File: src/rtl/riscv_pkg.sv
// riscv_pkg: shared fetch types, constants and a saturating-add helper
package riscv_pkg;
    localparam int XLEN = 32;
    localparam logic [31:0] INSTR_NOP = 32'h0000_0013;

    typedef struct packed {
        logic [XLEN-1:0] pc;
        logic [XLEN-1:0] instr;
    } fetch_entry_t;

    function automatic logic [31:0] sat_add(input logic [31:0] a, input logic [31:0] b);
        logic [32:0] s;
        s = {1'b0, a} + {1'b0, b};
        return s[32] ? '1 : s[31:0];
    endfunction
endpackage

File: src/rtl/fetch_fifo.sv
// fetch_fifo: registered fetch buffer of {pc, instr} entries with single-cycle flush
module fetch_fifo
    import riscv_pkg::*;
#(
    parameter int  DEPTH   = 4,
    parameter type entry_t = fetch_entry_t
) (
    input  logic                     clk,
    input  logic                     rst,
    input  logic                     push,
    input  logic                     pop,
    input  logic                     flush,
    input  entry_t                   din,
    output entry_t                   dout,
    output logic [$clog2(DEPTH):0]   count,
    output logic                     full,
    output logic                     empty
);
    localparam int AW = $clog2(DEPTH);
    localparam int CW = AW + 1;

    entry_t mem [DEPTH];
    logic [AW-1:0] wr_ptr, rd_ptr;

    assign dout  = mem[rd_ptr];
    assign full  = count == CW'(DEPTH);
    assign empty = count == '0;

    always_ff @(posedge clk or negedge rst) begin
        if (!rst) begin
            wr_ptr <= '0;
            rd_ptr <= '0;
            count  <= '0;
            for (int i = 0; i < DEPTH; i++) mem[i] <= '0;
        end else if (flush) begin
            wr_ptr <= '0;
            rd_ptr <= '0;
            count  <= '0;
        end else begin
            if (push) begin
                mem[wr_ptr] <= din;
                wr_ptr      <= wr_ptr + AW'(1);
            end
            if (pop) rd_ptr <= rd_ptr + AW'(1);
            count <= count + CW'(push) - CW'(pop);
        end
    end
endmodule

File: src/rtl/fetch_stage.sv
// fetch_stage: in-order instruction fetch with credit-limited imem requests and redirect flush.
// Defining FETCH_PERF_CNT_EN adds saturating perf_fetched/perf_flushed/perf_stall counters.
module fetch_stage
    import riscv_pkg::*;
#(
    parameter int                    ADDR_WIDTH = 32,
    parameter int                    DATA_WIDTH = 32,
    parameter int                    DEPTH      = 4,
    parameter int                    MAX_OUTST  = 2,
    parameter logic [ADDR_WIDTH-1:0] RESET_PC   = '0
) (
    input  logic                  clk,
    input  logic                  rst,
    output logic                  imem_req,
    output logic [ADDR_WIDTH-1:0] imem_addr,
    input  logic                  imem_gnt,
    input  logic                  imem_rvalid,
    input  logic [DATA_WIDTH-1:0] imem_rdata,
    input  logic                  redirect_valid,
    input  logic [ADDR_WIDTH-1:0] redirect_pc,
    output logic                  instr_valid,
    input  logic                  instr_ready,
    output logic [DATA_WIDTH-1:0] instr,
    output logic [ADDR_WIDTH-1:0] instr_pc
`ifdef FETCH_PERF_CNT_EN
    ,
    output logic [31:0]           perf_fetched,
    output logic [31:0]           perf_flushed,
    output logic [31:0]           perf_stall
`endif
);
    localparam int CW = $clog2(DEPTH) + 1;
    localparam int OW = $clog2(MAX_OUTST + 1);

    typedef struct packed {
        logic [ADDR_WIDTH-1:0] pc;
        logic [DATA_WIDTH-1:0] instr;
    } entry_t;

    logic                  active, gnt, keep, drop, push, pop, empty, full;
    logic [CW-1:0]         count;
    logic [OW-1:0]         outstanding, outst_next, discard;
    logic [ADDR_WIDTH-1:0] pc_q, resp_pc, target;
    entry_t                head;

    assign target      = redirect_pc & ~ADDR_WIDTH'(3);
    // Credits use registered counts only, so every granted response has a free slot
    assign imem_req    = active && !redirect_valid
                         && (int'(count) + int'(outstanding) < DEPTH)
                         && (int'(outstanding) < MAX_OUTST);
    assign imem_addr   = pc_q;
    assign gnt         = imem_req && imem_gnt;
    assign keep        = imem_rvalid && discard == '0;
    assign drop        = imem_rvalid && discard != '0;
    assign push        = keep && !redirect_valid;
    assign pop         = instr_valid && instr_ready && !redirect_valid;
    assign outst_next  = outstanding + OW'(gnt) - OW'(imem_rvalid);
    assign instr_valid = !empty;
    assign instr       = head.instr;
    assign instr_pc    = head.pc;

    always_ff @(posedge clk or negedge rst) begin
        if (!rst) begin
            active      <= 1'b0;
            pc_q        <= RESET_PC;
            resp_pc     <= RESET_PC;
            outstanding <= '0;
            discard     <= '0;
        end else begin
            active      <= 1'b1;
            outstanding <= outst_next;
            if (redirect_valid) begin
                pc_q    <= target;
                resp_pc <= target;
                // everything still in flight after this edge belongs to the old stream
                discard <= outst_next;
            end else begin
                if (gnt) pc_q <= pc_q + ADDR_WIDTH'(4);
                if (push) resp_pc <= resp_pc + ADDR_WIDTH'(4);
                if (drop) discard <= discard - OW'(1);
            end
        end
    end

    fetch_fifo #(.DEPTH(DEPTH), .entry_t(entry_t)) u_fifo (
        .clk   (clk),
        .rst   (rst),
        .push  (push && !full),
        .pop   (pop),
        .flush (redirect_valid),
        .din   ('{pc: resp_pc, instr: imem_rdata}),
        .dout  (head),
        .count (count),
        .full  (full),
        .empty (empty)
    );

`ifdef FETCH_PERF_CNT_EN
    logic [31:0] flush_inc;

    assign flush_inc = redirect_valid ? 32'(count) + 32'(imem_rvalid) : 32'(drop);

    always_ff @(posedge clk or negedge rst) begin
        if (!rst) begin
            perf_fetched <= '0;
            perf_flushed <= '0;
            perf_stall   <= '0;
        end else begin
            perf_fetched <= sat_add(perf_fetched, 32'(pop));
            perf_flushed <= sat_add(perf_flushed, flush_inc);
            perf_stall   <= sat_add(perf_stall, 32'(!instr_valid && !redirect_valid));
        end
    end
`endif
endmodule

File: config.mk
export PLATFORM = sky130hd
export DESIGN_NAME = fetch_stage
export DESIGN_NICKNAME = d
export VERILOG_FILES = /design/src/rtl/riscv_pkg.sv /design/src/rtl/fetch_fifo.sv /design/src/rtl/fetch_stage.sv
export SDC_FILE = /design/constraint.sdc
export NUM_CORES = 1
export LEC_CHECK = 0
export ABC_CLOCK_PERIOD_IN_PS = 6800
export CAP_MARGIN = 20
export CORE_ASPECT_RATIO = 1.5
export CORE_MARGIN = 8
export CORE_UTILIZATION = 35
export CTS_CLUSTER_DIAMETER = 100
export CTS_CLUSTER_SIZE = 12
export DETAILED_ROUTE_END_ITERATION = 6
export DONT_BUFFER_PORTS = 1
export REMOVE_ABC_BUFFERS = 1
export SYNTH_ARGS = -nofsm -noshare
export SYNTH_HDL_FRONTEND = slang
export SYNTH_HIERARCHICAL = 1
export SYNTH_SLANG_ARGS = --single-unit
File: constraint.sdc
create_clock -name clk -period 6.8 [get_ports clk]
set_clock_uncertainty 0.2 [all_clocks]
set_input_delay 0.34 -clock clk [delete_from_list [all_inputs] [get_ports clk]]
set_output_delay 0.34 -clock clk [all_outputs]
set_load 0.01 [all_outputs]
==> results.env <==
DIE_W_UM=192
POST_CTS.RESIZED_INSTANCES=0
RUN_STATUS='finished with violations'
WORST-ENDPOINT-ARRIVAL_NS=3.04
CLOCK_TREE.HTREE_LEVEL_COUNT=1
POWER.DENSITY_nW_PER_UM2=310
VIA_COUNT=8837
DRCVIOLATIONCOUNT=0
SETUP_VIOL_COUNT_FINAL=0
COREAREA_UM2=45800
DPL.CELL_COUNT=1586
SYNTH.TOP_CELLS.BY_AREA='dfrtp_1 51%, mux2_4 19%, mux4_2 8.9%'
POST-CTS-SETUP-BUFFER-COUNT=0
CLK_PIN_SLEW_NS=0.06
DP_HPWL_MM=25.1
CTS_TREE='done'
FINAL_MAX_SLEW_VIOL_COUNT=0
MAX-CLOCK-PATH-BUFFERS=3
ANTENNA-DIODE-COUNT=0
FMAXACHIEVABLE_GHz=0.279
FINAL_MIN_PERIOD_OVER_CLOCK_PERIOD=0.526
MAPPEDNETLISTAREA_UM2=16200
SYNTH_SEQ_CELLS=328
ROW_COUNT=96
ASR_FLOP_RATIO_SYNTH=1.00
CLOCK_SINK_COUNT=328
DETAIL_ROUTE.WL_PER_CELL_UM=23.7
VIOLATIONS_IN_THE_FINAL_REPORTS='hold timing'
DRIVE_ABOVE_1_SHARE=0.368
POSTCTSHOLDBUFS=68
P_SWITCHING_mW=1.61
GRT_UTIL_ALL_LAYERS=0.150
CTS.ROOT.BUFFER_CELL='clkbuf_16'
DIEHEIGHT_UM=280
MAX-CAP-VIOLATIONS=0
START_UTIL=0.354
DIE_AREA_UM2=53600
DESIGN.FINAL.NETS=1182
WORST_SETUP_PATH_END_KIND='primary output'
SYNTH_CELLS=1042
M1WIRELENGTH_MM=16.9
FINALSETUPTNS_NS=0
GLOBAL_ROUTE.OVERFLOW_TOTAL=0
SYNTH-EDFF-COUNT=0
ROUTED-WL-MET3_MM=1.99
SYNTH_TOP_AREA_CELL='dfrtp_1'
SYNTH_SEQ_AREA_SHARE=0.506
GP_CONGESTION=0.782
DRT-TOTAL-WL_MM=39.9
FIRST_GLOBAL_VIAS=9811
WORST_PIN_SLEW_NS=0.953
DPL_WORST_SLACK_NS=3.43
DRT_PRE_ANTENNA_ITERS=4
WORSTSETUPPATHTYPE='register to primary output'
PORT-BUFFER-COUNT=0
CTS_BUFFERS=31
SYNTH_TOP_CELL_AREA_SHARE=0.506
CLOCK_LATENCY_NS=0.57
POWER.SEQUENTIAL.FRACTION=0.477
TIMING.HOLD.WS_NS=-0.730
VDD_IR_DROP_MAX_V=0.000193
DRT-INITIAL-DRC-COUNT=367
CLOCK_POWER_SHARE=0.271
ROUTE.TOP_LAYER_USED='met4'
MIN_PERIOD_NS=3.58
WORST_SETUP_PATH_START_KIND='register'
RSZ0062_AT_GRT='no'
DRT-VIAS-PER-INSTANCE=5.24
YOSYSWARNINGCOUNT=6
WORSTHOLDPATHTYPE='primary input to asynchronous set/reset pin'
POST_SYNTHESIS_AVERAGE_CELL_AREA_UM2=15.6
AREA_DELTA_SYNTH_FINAL_PCT=11.1
SETUP_WS_NS=3.22
TIMING.FINAL.HOLD_VIOLATIONS=328
WORST-ENDPOINT-REQUIRED_NS=6.26
LAYOUT.CELLS.NON_FILLER=1687
INITIAL_ANTENNA_VIOLATION_COUNT=0
IO_PINS=168
SYNTH.DISTINCT_CELLS=63
MAXSLEWHEADROOM=0.365
POWER.COMBINATIONAL.FRACTION=0.252
GRT_START_MAX_NET_PINS=329
CRIT_FANOUT=39
POSTROUTEANTENNANETS=0
SYNTH_TOP_FLOP_CELL='dfrtp_1'
WL_MET2_MM=20.1
INTERNAL_POWER_mW=3.97
GLOBAL_ROUTE_WIRE_LENGTH_BEFORE_REPAIR_MM=62.5
P_LEAK_nW=8.54
SWITCHING_SHARE=0.288
layout by cell type (no fill, tap or decap), types with 23 or more instances in the layout:
master | Yosys | layout
mux4_2 | 64 | 64
dlygate4sd3_1 | 0 | 67
nand4_1 | 23 | 23
nand2_1 | 37 | 37
clkbuf_16 | 0 | 31
mux2_4 | 210 | 210
dfrtp_1 | 328 | 326
mux2_2 | 68 | 68
xnor2_1 | 31 | 31
path summary, 6_finish.rpt:
check | start | endpoint | slack, ns | cells past startpoint
max in group asynchronous | rst | u_fifo/mem[130] | 6.55 | 0
max reg2reg | u_fifo/count[1] | imem_addr[27] | 3.49 | 7
min | rst | u_fifo/mem[98] | -0.73 | 0
min in group clk | redirect_valid | u_fifo/count[0] | 0.05 | 3
max | u_fifo/rd_ptr[0] | instr_pc[22] | 3.22 | 2
min reg2reg | u_fifo/mem[34] | u_fifo/mem[34] | 0.29 | 1
area by class of cell:
cell class / count / area [um2]
Fill cell: 4187 / 27800
Sequential cell: 328 / 8220
Multi-Input combinational cell: 644 / 7440
Clock buffer: 32 / 779
Timing Repair Buffer: 78 / 778
Tap cell: 588 / 736
Inverter: 16 / 60.1
Clock inverter: 1 / 8.76
synthesized netlist by cell type (all sizes together) (12+ instances only):
cell	n
a21oi	16
and3	14
buf	50
clkbuf	13
dfrtp	328
ha	12
inv	16
mux2	283
mux4	64
nand2	37
nand3	21
nand4	25
nor2	21
nor4	16
xnor2	31
xor2	21
kinds of logic after synthesis:
| logic type | Yosys count | synth area share |
|---|---|---|
| multiplexers | 350 | 0.336 |
| adder cells (fa/ha/maj) | 13 | 0.0105 |
| XOR/XNOR | 53 | 0.0295 |
| flip-flops | 328 | 0.506 |
| buffers and inverters | 79 | 0.0380 |
| other | 2 | 0.000463 |
| AND/OR/NAND/NOR | 171 | 0.0619 |
| AO/OA/AOI/OAI | 46 | 0.0178 |
through the flow:
stage	hold WS [ns]	power (mW)	utilization	instance area, um2
6_report	-0.730	5.58	0.394	18000
5_1_grt	-0.766	5.88	0.394	18000
4_1_cts	-0.776	5.69	0.394	18000
3_5_place_dp	-0.145	4.07	0.361	16500
3_3_place_gp	-0.144	4.03	0.361	16500
2_1_floorplan	-0.156	3.73	-	15700
critical path: stages, from the launching register on:
cell and delay [ns]:
dfrtp_4 0.99, buf_4 0.72, mux4_2 0.69
registers in the layout, indices dropped and copies added, names as in the netlist:
register       flops
outstanding        2
active             1
u_fifo/mem       256
u_fifo/rd_ptr      2
u_fifo/count       3
imem_addr         30
resp_pc           30
u_fifo/wr_ptr      2
discard            2
metal layers:
layer	up-vias	track usage
met5	-	0
met4	0	0.0479
met3	53	0.0235
met2	185	0.255
met1	4691	0.192
li1	3908	-
power by group through the flow:
stage          registers (mW)  logic [mW]  clock network (mW)
6_report                 2.66        1.41                1.51
5_1_grt                  2.72        1.51                1.65
4_1_cts                  2.66        1.44                1.59
3_5_place_dp             2.69        1.39                   0
3_3_place_gp             2.67        1.36                   0
2_1_floorplan            2.59        1.14                   0
Note: power is estimated with default switching activity, not from simulation.
